**config.mk**
```make
export PLATFORM = sky130hd
export DESIGN_NAME = store_buffer
export DESIGN_NICKNAME = d
export VERILOG_FILES = /design/src/rtl/store_buffer_pkg.sv /design/src/rtl/sb_fwd_match.sv /design/src/rtl/store_buffer.sv
export SDC_FILE = /design/constraint.sdc
export NUM_CORES = 1
export LEC_CHECK = 0
export CORE_MARGIN = 4
export CORE_UTILIZATION = 45
export CTS_CLUSTER_DIAMETER = 60
export CTS_CLUSTER_SIZE = 16
export DETAILED_ROUTE_END_ITERATION = 8
export GPL_ROUTABILITY_DRIVEN = 0
export GPL_TIMING_DRIVEN = 0
export PLACE_DENSITY = 0.72
export SETUP_SLACK_MARGIN = 0.4
export SLEW_MARGIN = 20
export SYNTH_ARGS = -nofsm -noshare
export SYNTH_HDL_FRONTEND = slang
export SYNTH_SLANG_ARGS = --single-unit
```
**constraint.sdc**
```tcl
create_clock -name clk -period 3.3 [get_ports clk]
set_input_delay 0.66 -clock clk [delete_from_list [all_inputs] [get_ports clk]]
set_output_delay 0.66 -clock clk [all_outputs]
set_load 0.03 [all_outputs]
```
**src/rtl/store_buffer_pkg.sv**
```systemverilog
// store_buffer_pkg: shared types and defaults for the posted-write store buffer.
//   sb_entry_t   - one queued store {addr, data}, sized by the package defaults.
//   SB_DEPTH, SB_ADDR_W, SB_DATA_W - default parameter values.
//   sb_ptr_w()   - pointer width for a given power-of-two depth.
package store_buffer_pkg;

  localparam int unsigned SB_DEPTH  = 4;
  localparam int unsigned SB_ADDR_W = 32;
  localparam int unsigned SB_DATA_W = 32;

  // Entry storage; instance ADDR_W/DATA_W must not exceed these widths.
  typedef struct packed {
    logic [SB_ADDR_W-1:0] addr;
    logic [SB_DATA_W-1:0] data;
  } sb_entry_t;

  function automatic int unsigned sb_ptr_w(input int unsigned depth);
    return $clog2(depth);
  endfunction

endpackage

```
**src/rtl/sb_fwd_match.sv**
```systemverilog
// sb_fwd_match: store-to-load forwarding lookup across the buffer entries.
//   ents_i    - entry array (indexed by physical slot)
//   valid_i   - per-slot valid mask
//   wp_i      - write pointer; slot wp_i-1 is the youngest entry
//   ld_addr_i - load address, compared on word granularity (bits [ADDR_W-1:2])
//   hit_o     - any valid entry matches
//   data_o    - data of the youngest matching entry
module sb_fwd_match
  import store_buffer_pkg::*;
#(
  parameter int unsigned DEPTH  = SB_DEPTH,
  parameter int unsigned ADDR_W = SB_ADDR_W,
  parameter int unsigned DATA_W = SB_DATA_W
) (
  input  sb_entry_t                          ents_i [DEPTH],
  input  logic [DEPTH-1:0]                   valid_i,
  input  logic [sb_ptr_w(DEPTH)-1:0]         wp_i,
  input  logic [ADDR_W-1:0]                  ld_addr_i,
  output logic                               hit_o,
  output logic [DATA_W-1:0]                  data_o
);

  localparam int unsigned PTR_W = sb_ptr_w(DEPTH);

  // Walk slots oldest-position (wp) to youngest (wp-1); later matches overwrite,
  // so the youngest matching entry wins.
  always_comb begin
    logic [PTR_W-1:0] idx;
    hit_o  = 1'b0;
    data_o = '0;
    idx    = '0;
    for (int unsigned k = 0; k < DEPTH; k++) begin
      idx = wp_i + PTR_W'(k);
      if (valid_i[idx] &&
          ((ld_addr_i >> 2) == (ADDR_W'(ents_i[idx].addr) >> 2))) begin
        hit_o  = 1'b1;
        data_o = DATA_W'(ents_i[idx].data);
      end
    end
  end

endmodule

```
**src/rtl/store_buffer.sv**
```systemverilog
// store_buffer: posted-write FIFO between the core store port and a
// valid/ready data-memory bus. Stores retire in one cycle and drain in order.
//   clk, reset (async, active low)
//   MemWrite/DataAdr/WriteData - core store request; held by the core while stall
//   stall                      - buffer full
//   mem_valid/mem_ready        - head-entry handshake; mem_addr/mem_wdata = head
//   empty                      - nothing queued
//   ld_addr/ld_hit/ld_data     - store-to-load forwarding lookup
// Optional feature macro: STORE_BUFFER_FWD_EN enables forwarding; without it
// ld_hit/ld_data are tied low and no comparators are built.
module store_buffer
  import store_buffer_pkg::*;
#(
  parameter int unsigned DEPTH  = SB_DEPTH,
  parameter int unsigned ADDR_W = SB_ADDR_W,
  parameter int unsigned DATA_W = SB_DATA_W
) (
  input  logic              clk,
  input  logic              reset,
  input  logic              MemWrite,
  input  logic [ADDR_W-1:0] DataAdr,
  input  logic [DATA_W-1:0] WriteData,
  output logic              stall,
  output logic              mem_valid,
  input  logic              mem_ready,
  output logic [ADDR_W-1:0] mem_addr,
  output logic [DATA_W-1:0] mem_wdata,
  output logic              empty,
  input  logic [ADDR_W-1:0] ld_addr,
  output logic              ld_hit,
  output logic [DATA_W-1:0] ld_data
);

  localparam int unsigned PTR_W = sb_ptr_w(DEPTH);
  localparam int unsigned CNT_W = $clog2(DEPTH + 1);

  logic [PTR_W-1:0] wp_q, wp_d;
  logic [PTR_W-1:0] rp_q, rp_d;
  logic [CNT_W-1:0] count_q, count_d;
  sb_entry_t        ent_q [DEPTH];

  logic full, push, pop;

  // Status derived purely from registered occupancy (no path from MemWrite/mem_ready).
  assign full      = (count_q == CNT_W'(DEPTH));
  assign empty     = (count_q == '0);
  assign stall     = full;
  assign mem_valid = !empty;
  assign push      = MemWrite && !full;
  assign pop       = mem_valid && mem_ready;

  // Head entry, masked while empty since entry storage is never reset.
  assign mem_addr  = empty ? '0 : ADDR_W'(ent_q[rp_q].addr);
  assign mem_wdata = empty ? '0 : DATA_W'(ent_q[rp_q].data);

  // Next-state for pointers and occupancy.
  always_comb begin
    wp_d    = wp_q;
    rp_d    = rp_q;
    count_d = count_q;
    if (push) wp_d = wp_q + PTR_W'(1);
    if (pop)  rp_d = rp_q + PTR_W'(1);
    case ({push, pop})
      2'b10:   count_d = count_q + CNT_W'(1);
      2'b01:   count_d = count_q - CNT_W'(1);
      default: count_d = count_q;
    endcase
  end

  // Pointer/occupancy state; reset discards all queued stores.
  always_ff @(posedge clk or negedge reset) begin
    if (!reset) begin
      wp_q    <= '0;
      rp_q    <= '0;
      count_q <= '0;
    end else begin
      wp_q    <= wp_d;
      rp_q    <= rp_d;
      count_q <= count_d;
    end
  end

  // Entry storage: written on push only, contents survive reset.
  always_ff @(posedge clk) begin
    if (push) begin
      ent_q[wp_q] <= '{addr: SB_ADDR_W'(DataAdr), data: SB_DATA_W'(WriteData)};
    end
  end

`ifdef STORE_BUFFER_FWD_EN
  logic [DEPTH-1:0] valid_c;

  // Slot i is live when its distance from rp is below the occupancy.
  always_comb begin
    logic [PTR_W-1:0] off;
    valid_c = '0;
    off     = '0;
    for (int unsigned i = 0; i < DEPTH; i++) begin
      off        = PTR_W'(i) - rp_q;
      valid_c[i] = (CNT_W'(off) < count_q);
    end
  end

  sb_fwd_match #(
    .DEPTH  (DEPTH),
    .ADDR_W (ADDR_W),
    .DATA_W (DATA_W)
  ) u_fwd (
    .ents_i    (ent_q),
    .valid_i   (valid_c),
    .wp_i      (wp_q),
    .ld_addr_i (ld_addr),
    .hit_o     (ld_hit),
    .data_o    (ld_data)
  );
`else
  logic unused_ld_addr;

  assign unused_ld_addr = ^ld_addr;
  assign ld_hit         = 1'b0;
  assign ld_data        = '0;
`endif

endmodule

```
**Word level (Yosys, flattened, before mapping)**

Memory sizes are Yosys's and may differ from the RTL's.
Index checks and enable logic that the tools add are counted.

- Bits in registers: 7
- Word-level logic and storage cells: 22
- Output and inout bits: 100
- RAM bits: 256
- Input port bits: 100
- Memories kept: 1

- $add $sub $neg: 4
- Reduce and logical (&&, ||, !) cells: 6
- Multiplexer cells: 5
- Equal/unequal tests: 3

Memories:

| name | words | bits a word | rd ports | clocked after memory_dff | write ports | line | source |
|---|---|---|---|---|---|---|---|
| ent_q | 4 | 64 | 1 | 0 | 1 | store_buffer.sv:40 | `sb_entry_t ent_q [DEPTH];` |

Operators with widths:

| kind | number |
|---|---|
| 32-bit 2-to-1 mux | 2 |
| 3-bit case mux with 2 select lines | 1 |
| 2-bit by 1-bit adder with 2-bit output, second input constant | 2 |
| 3-bit by 1-bit adder with 3-bit output, second input constant | 1 |
| 3-bit equality test, second input constant | 1 |
| 3-bit logical NOT | 1 |
| 3-bit by 1-bit subtractor with 3-bit output, second input constant | 1 |
| 2-bit by 1-bit equality test with 1-bit output, second input constant | 1 |
| 2-bit equality test, second input constant | 1 |
| 1-bit logical AND | 2 |
| 1-bit logical NOT | 2 |
| 1-bit 2-to-1 mux | 2 |
| 2-bit nonzero test | 1 |

**Longest topological paths before layout**

Gate-level depths: netlist (run 1).

- Depth after elaboration: 5
- Gate-level depth with buffers: 9
- Depth with buffers taken out: 9

**Worst setup path after synthesis (run 1)**

Ideal clock, no wire load.

- Kind: input -> register
- From: in MemWrite
- To: mem ent_q[0][0] in the netlist's numbering (enable)
- Slack: 0.333 ns
- Cell stages on the path: 2
- Buffers on the path: 0
- Library setup time: 0.429 ns
- Data arrival time: 2.538 ns
- Data required time: 2.871 ns
- Path through: nor2b_1 -> and2_1

- Word-level cells in the longest chain between the ends: 3

RTL lines:

| what | line | source |
|---|---|---|
| start: declaration | store_buffer.sv:20 | `input logic MemWrite,` |
| 1-bit logical AND | store_buffer.sv:49 | `assign push = MemWrite && !full;` |
| 1-bit 2-to-1 mux | store_buffer.sv:85 | `if (push) begin` |
| 1-bit 2-to-1 mux (implied by the code) | store_buffer.sv:86 | `ent_q[wp_q] <= '{addr: SB_ADDR_W'(DataAdr), data: SB_DATA_W'(WriteData)};` |
| end: declaration | store_buffer.sv:40 |  |

No other way between the ends.

**Worst setup path in the final report (run 1)**

- From: reg rp_q[0]
- To: out mem_addr[18]

- Word-level cells in the longest chain between the ends: 2

RTL lines:

| what | line | source |
|---|---|---|
| start: declaration | store_buffer.sv:38 | `logic [PTR_W-1:0] rp_q, rp_d;` |
| start signal: assignment | store_buffer.sv:78 | `rp_q <= rp_d;` |
| memory 4 x 64 bit | -- |  |
| 32-bit 2-to-1 mux | store_buffer.sv:53 | `assign mem_addr = empty ? '0 : ADDR_W'(ent_q[rp_q].addr);` |
| end: declaration | store_buffer.sv:26 | `output logic [ADDR_W-1:0] mem_addr,` |

No other way between the ends.

==> results of run 1 <==
## cells by family (layout without fill, tap and decap cells)
group,Yosys count,in the layout
flops,263,263
simple gates,74,74
mux,66,66
buf+inv,61,228
fa+ha+maj,6,6
xor+xnor,6,6
other cells,1,33
## final cells by class
type / count / area [um2]
timing repair buffer: 139 / 1130
clock buffer: 27 / 558
sequential: 263 / 7860
fill: 1734 / 10000
tap: 285 / 357
multi-input combinational: 185 / 2200
buffer: 54 / 455
clock inverter: 1 / 8.76
inverter: 7 / 26.3
## per-layer routing
metal | routed length (um) | vias up
met4 | 243 | 2
met5 | 12 | -
met2 | 9520 | 157
li1 | - | 2198
met3 | 1510 | 27
met1 | 7830 | 2456
## per-stage QoR
step | hold WS, ns | area [um2]
6_report | 0.433 | 12600
5_1_grt | 0.429 | 12600
4_1_cts | 0.421 | 12800
3_5_place_dp | 0.519 | 12200
3_3_place_gp | 0.472 | 12200
2_1_floorplan | 0.364 | 10500
## power by group through the flow
stage	clock (mW)	combinational [mW]	sequential (mW)
after global routing	2.40	5.42	4.62
after global placement	0	5.48	4.63
after floorplan	0	3.54	4.60
after detailed placement	0	5.60	4.65
after CTS	2.27	5.20	4.58
final	2.21	5.04	4.57
## state kept, by name, summed over array words and instances (netlist names)
| signal | count |
|---|---|
| wp_q | 2 |
| rp_q | 2 |
| ent_q | 256 |
| count_q | 3 |
## worst min-delay path by stage
| stage | startpoint | end | slack [ns] | depth (start not counted) |
|---|---|---|---|---|
| 6_report | reset | wp_q[0]$_DFFE_PN0P_ | 0.43 | 1 |
| 5_1_grt | reset | wp_q[0]$_DFFE_PN0P_ | 0.43 | 1 |
| 4_1_cts | reset | wp_q[0]$_DFFE_PN0P_ | 0.42 | 1 |
| 3_5_place_dp | count_q[2]$_DFFE_PN0P_ | count_q[2]$_DFFE_PN0P_ | 0.52 | 1 |
| 3_3_place_gp | count_q[2]$_DFFE_PN0P_ | count_q[2]$_DFFE_PN0P_ | 0.47 | 1 |
| 2_1_floorplan | reset | count_q[0]$_DFFE_PN0P_ | 0.36 | 0 |
## placed cells by master (no fill, tap or decap), drive strengths merged
cell type      synthesis  final
mux2                   1      1
and2                  69     69
edfxtp               256    256
clkinv                 0      1
or3                    1      1
conb                   1     33
nor2                   1      1
nand3                  1      1
inv                    7      7
ha                     5      5
dlygate4sd2            0      9
nor3b                  1      1
buf                   46     53
mux4                  64     64
fa                     1      1
xnor2                  3      3
clkdlybuf4s50          0     68
clkbuf                 8     90
xor2                   3      3
nor2b                  1      1
dfrtp                  7      7
mux2i                  1      1
## worst reg2reg max path, stage by stage, from the launching register on
cell,delay (ns)
dfrtp_1,0.41
nor3b_1,0.18
nor2b_1,0.43
and2_4,0.61
buf_12,0.30
## repair_timing
item                                    CTS  global route
buffers inserted                          0             1
gates resized for setup                  77           130
endpoints found under the hold margin     0             0
endpoints found under the setup margin   66            64
==> results_dict.tcl, run 1 <==
set metrics [dict create \
    cts-buffers-inserted 20 \
    grt_max_degree 37 \
    required_ns 2.64 \
    ys_seq_area_share_pct 76.1 \
    fin_crit_sh_pct 88.8 \
    cts_root_buffer "clkbuf_16" \
    met2_usage_pct 25.6 \
    drt_first_pass_iters 4 \
    p_per_area_nw_per_um2 938 \
    synth-seq-cells 263 \
    leakage_nw 4.40 \
    clk_pin_slew_worst_paths_ns 0.07 \
    drive_above_1_share_pct 30.3 \
    dp_hpwl_um 12200 \
    path_cells "buf_4 > buf_8 > mux4_2 > and2_1 > dlygate4sd2_1" \
    async_flop_share_pct 2.66 \
    synth-simple-area-share_pct 4.50 \
    fin_ws_ns 0.370 \
    grtUsageMet1_pct 18.9 \
    synthFlopType "edfxtp_1" \
    io_pins 200 \
    tritoncts "yes" \
    worstMarginPinSlew_ns 0.616 \
    max_freq_ghz 0.341 \
    p_sw_mw 4.22 \
    synth-compound-area-share_pct 0 \
    slowest_stage "mux4_2" \
    ff2ff_path_depth 4 \
    timing.final.crit_period_ns 2.93 \
    synth.top_cell.area_share_pct 74.4 \
    antenna_left 0 \
    hp-class "in2async" \
    arrival_ns 2.27 \
    fin_util_pct 55.6 \
    overflow 0 \
    die_y_um 160 \
    antenna_found_initial 1 \
    synth.avg_cell_area_um2 21.7 \
    synthXorXnorAreaFrac_pct 0.508 \
    netSwitchingFraction_pct 35.7 \
    endpoint "mem_addr[18]" \
    die_area_um2 25500 \
    port_buffers 134 \
    slew_viol_final 0 \
    antenna_cells 0 \
    final_nets 776 \
    internal_power_mw 7.60 \
    coreArea_um2 22600 \
    gr-usage-met3_pct 4.50 \
    yosys.area_share.adder_pct 0.799 \
    critPathLaunchType "register" \
    fin_setup_tns_ns 0 \
    crit_buf_inv 3 \
    grt_pass1_vias 5365 \
    rsz0062_at_grt "true" \
    r2r_end "ent_q[2][62]$_DFFE_PP_" \
    die_w_um 160 \
    cp_top_family "buffers and inverters" \
    drv_cap 0 \
    critPathMaxStageDelay_ns 0.52 \
    vias 4840 \
    track_usage_pct 14.9 \
    yosysTopAreaCell "edfxtp_1" \
    criticalPathCategory "reg2out" \
    routed_via_density 5.04 \
    clock-sinks 263 \
    synth.mux.area_fraction_pct 14.2 \
    synth_area_um2 10300 \
    synth_warnings 0 \
    wirelength_um 19100 \
    ctsHtreeMaxLevel 1 \
    hold_viol 0 \
    power_frac_clock_pct 18.7 \
    drc 0 \
    synth.distinct_cells 21 \
    drt_iter0_markers 323 \
    clock_path_buffers 3 \
    grt_pass1_wl_um 30200 \
    grt-busiest-layer "met2" \
    clkLatencyLatePin_ns 0.49 \
    worst_clock_skew_ns 0.0166 \
    r2r-start "count_q[2]$_DFFE_PN0P_" \
    rrSetupSlack_ns 1.05 \
    cp-startpoint "rp_q[0]$_DFFE_PN0P_" \
    seqPwrFrac_pct 38.7 \
    avgRoutedWirePerCell_um 19.9 \
    dpl_worst_slack_ns 0.192 \
    start_util_pct 45.6 \
    rows 55 \
    syn2layout_area_growth_pct 21.9 \
    ir_drop_mv 0.564 \
    final_cells 961 \
    endpoint_kind "output pin" \
    syn_inst 477 \
    slew_headroom_pct 59.0 \
    crit_fanout 10 \
    post-synth-top-count-cell "edfxtp_1" \
    cp.depth 5 \
    synthTopCellsByArea "edfxtp_1 74%, mux4_2 14%, and2_1 4.2%" \
    cts_hold_buf 0 \
    synth_common_cells "256 x edfxtp_1, 69 x and2_1, 64 x mux4_2, 35 x buf_4, 8 x clkbuf_1" \
    power_mw 11.8 \
    synth_top_family_by_area "multiplexers" \
    setup_viol 0 \
    status "completed" \
    p_comb_share_pct 42.7 \
    placed_cells 932 \
    synth_edf_count 256 \
]
(Power assumes the default switching activity.)
==> run 2: changes to the inputs <==
Settings changed: PLACE_DENSITY 0.72 to not set, PLACE_DENSITY_LB_ADDON set to 0.15.
==> results_dict.tcl, run 2 (synthesis results as in run 1) <==
set metrics [dict create \
    status "completed" \
    overflow 0 \
    grt_pass1_wl_um 29700 \
    power_mw 11.9 \
    die_y_um 160 \
    max_freq_ghz 0.345 \
    mostFrequentLayoutCell "edfxtp_1" \
    routed_via_density 5.01 \
    drt_first_pass_iters 4 \
    crit_fanout 10 \
    placed_cells 932 \
    p_sw_mw 4.24 \
    start_util_pct 45.6 \
    power_frac_clock_pct 18.8 \
    place_area_um2 12300 \
    drc 0 \
    ff2ff_path_depth 9 \
    cts_hold_buf 0 \
    rrSetupSlack_ns 1.01 \
    p_comb_share_pct 42.9 \
    final_nets 780 \
    largest_reg_flops 256 \
    hp-class "in2async" \
    clock-sinks 263 \
    slew_headroom_pct 64.6 \
    worst_clock_skew_ns 0.00934 \
    seqPwrFrac_pct 38.3 \
    antenna_cells 0 \
    ir_drop_mv 0.521 \
    fin_setup_tns_ns 0 \
    cts_root_buffer "clkbuf_16" \
    fin_ws_ns 0.400 \
    stdcell_area_um2 12700 \
    whs_ns 0.428 \
    drive_above_1_share_pct 29.4 \
    criticalPathCategory "reg2out" \
    p_per_area_nw_per_um2 936 \
    regMostFlops "ent_q" \
    grt_pass1_vias 5335 \
    cts-buffers-inserted 21 \
    vias 4847 \
    wirelength_um 19100 \
    final_cells 968 \
    io_pins 200 \
    drt_iter0_markers 300 \
    slew_viol_final 0 \
    dpl_worst_slack_ns 0.206 \
    die_w_um 160 \
    tritoncts "yes" \
    setup_viol 0 \
    arrival_ns 2.24 \
    clock_path_buffers 3 \
    rsz0062_at_grt "true" \
    port_buffers 134 \
    syn2layout_area_growth_pct 23.1 \
    rows 55 \
    endpoint_kind "output pin" \
    internal_power_mw 7.67 \
    clk_pin_slew_worst_paths_ns 0.07 \
    fin_crit_sh_pct 87.9 \
    avgRoutedWirePerCell_um 19.7 \
    leakage_nw 4.45 \
    reg_top3 "ent_q x256, count_q x3" \
    fin_util_pct 56.2 \
    clkLatencyLatePin_ns 0.49 \
    timing.final.crit_period_ns 2.90 \
    antenna_left 0 \
    die_area_um2 25500 \
    antenna_found_initial 2 \
    required_ns 2.64 \
    grt_max_degree 36 \
    netSwitchingFraction_pct 35.6 \
    critPathLaunchType "register" \
    r2r-start "count_q[0]$_DFFE_PN0P_" \
    ctsHtreeMaxLevel 1 \
    coreArea_um2 22600 \
    final_cell_mix "256 x edfxtp_1, 68 x clkdlybuf4s50_1, 65 x and2_1" \
    track_usage_pct 14.9 \
    r2r_end "count_q[2]$_DFFE_PN0P_" \
    drv_cap 0 \
    dp_hpwl_um 11800 \
    worstMarginPinSlew_ns 0.531 \
    hold_viol 0 \
]
run 2: cell types whose count changed in the layout (fill, tap and decap cells not counted), sizes merged:
cell and change:
buf +2, clkbuf -14, clkinv +2, clkinvlp +3, dlygate4sd2 +14
run 2: worst max path at each step:
stage / startpoint / endpoint / cells after the start
2_1_floorplan: count_q[0]$_DFFE_PN0P_ / count_q[2]$_DFFE_PN0P_ / 9
3_3_place_gp: MemWrite / ent_q[3][59]$_DFFE_PP_ / 3
3_5_place_dp: count_q[0]$_DFFE_PN0P_ / mem_addr[30] / 5
4_1_cts: rp_q[0]$_DFFE_PN0P_ / mem_wdata[30] / 5
5_1_grt: rp_q[0]$_DFFE_PN0P_ / mem_addr[12] / 4
6_report: rp_q[0]$_DFFE_PN0P_ / mem_addr[13] / 4
run 2: layout make-up:
class                   instances  area [um2]
clock buffers                  26         544
inverters                       7        26.3
clock inverters                 6        37.5
well taps                     285         357
fillers                      1744        9920
repair buffers                142        1240
flip-flops and latches        263        7860
multi-input cells             185        2200
plain buffers                  54         459
run 2: worst max-delay path: stages (launching register included):
cell and delay [ns]:
dfrtp_2 0.42, buf_4 0.27, mux4_2 0.52, and2_1 0.18, dlygate4sd2_1 0.35
run 2: repair_timing:
item                       CTS  global route
setup buffers                0             4
gates resized for setup     79           107
setup endpoints to repair   66            64
run 2: power by group through the flow:
stage	Clock, mW	Sequential (mW)	Combinational [mW]
floorplan	0	4.60	3.54
global placement	0	4.64	5.50
detailed placement	0	4.64	5.64
CTS	2.32	4.57	5.24
global route	2.45	4.61	5.49
finish	2.24	4.57	5.11
run 2: per-layer routing:
metal	track usage, %	share of wire [%]	vias to the layer above	wire (um)
met4	3.51	1.6	4	306
met2	25.8	51	154	9720
met1	18.6	40	2454	7650
met3	4.27	7.3	28	1390
li1	-	-	2207	-
met5	0	0.14	-	27
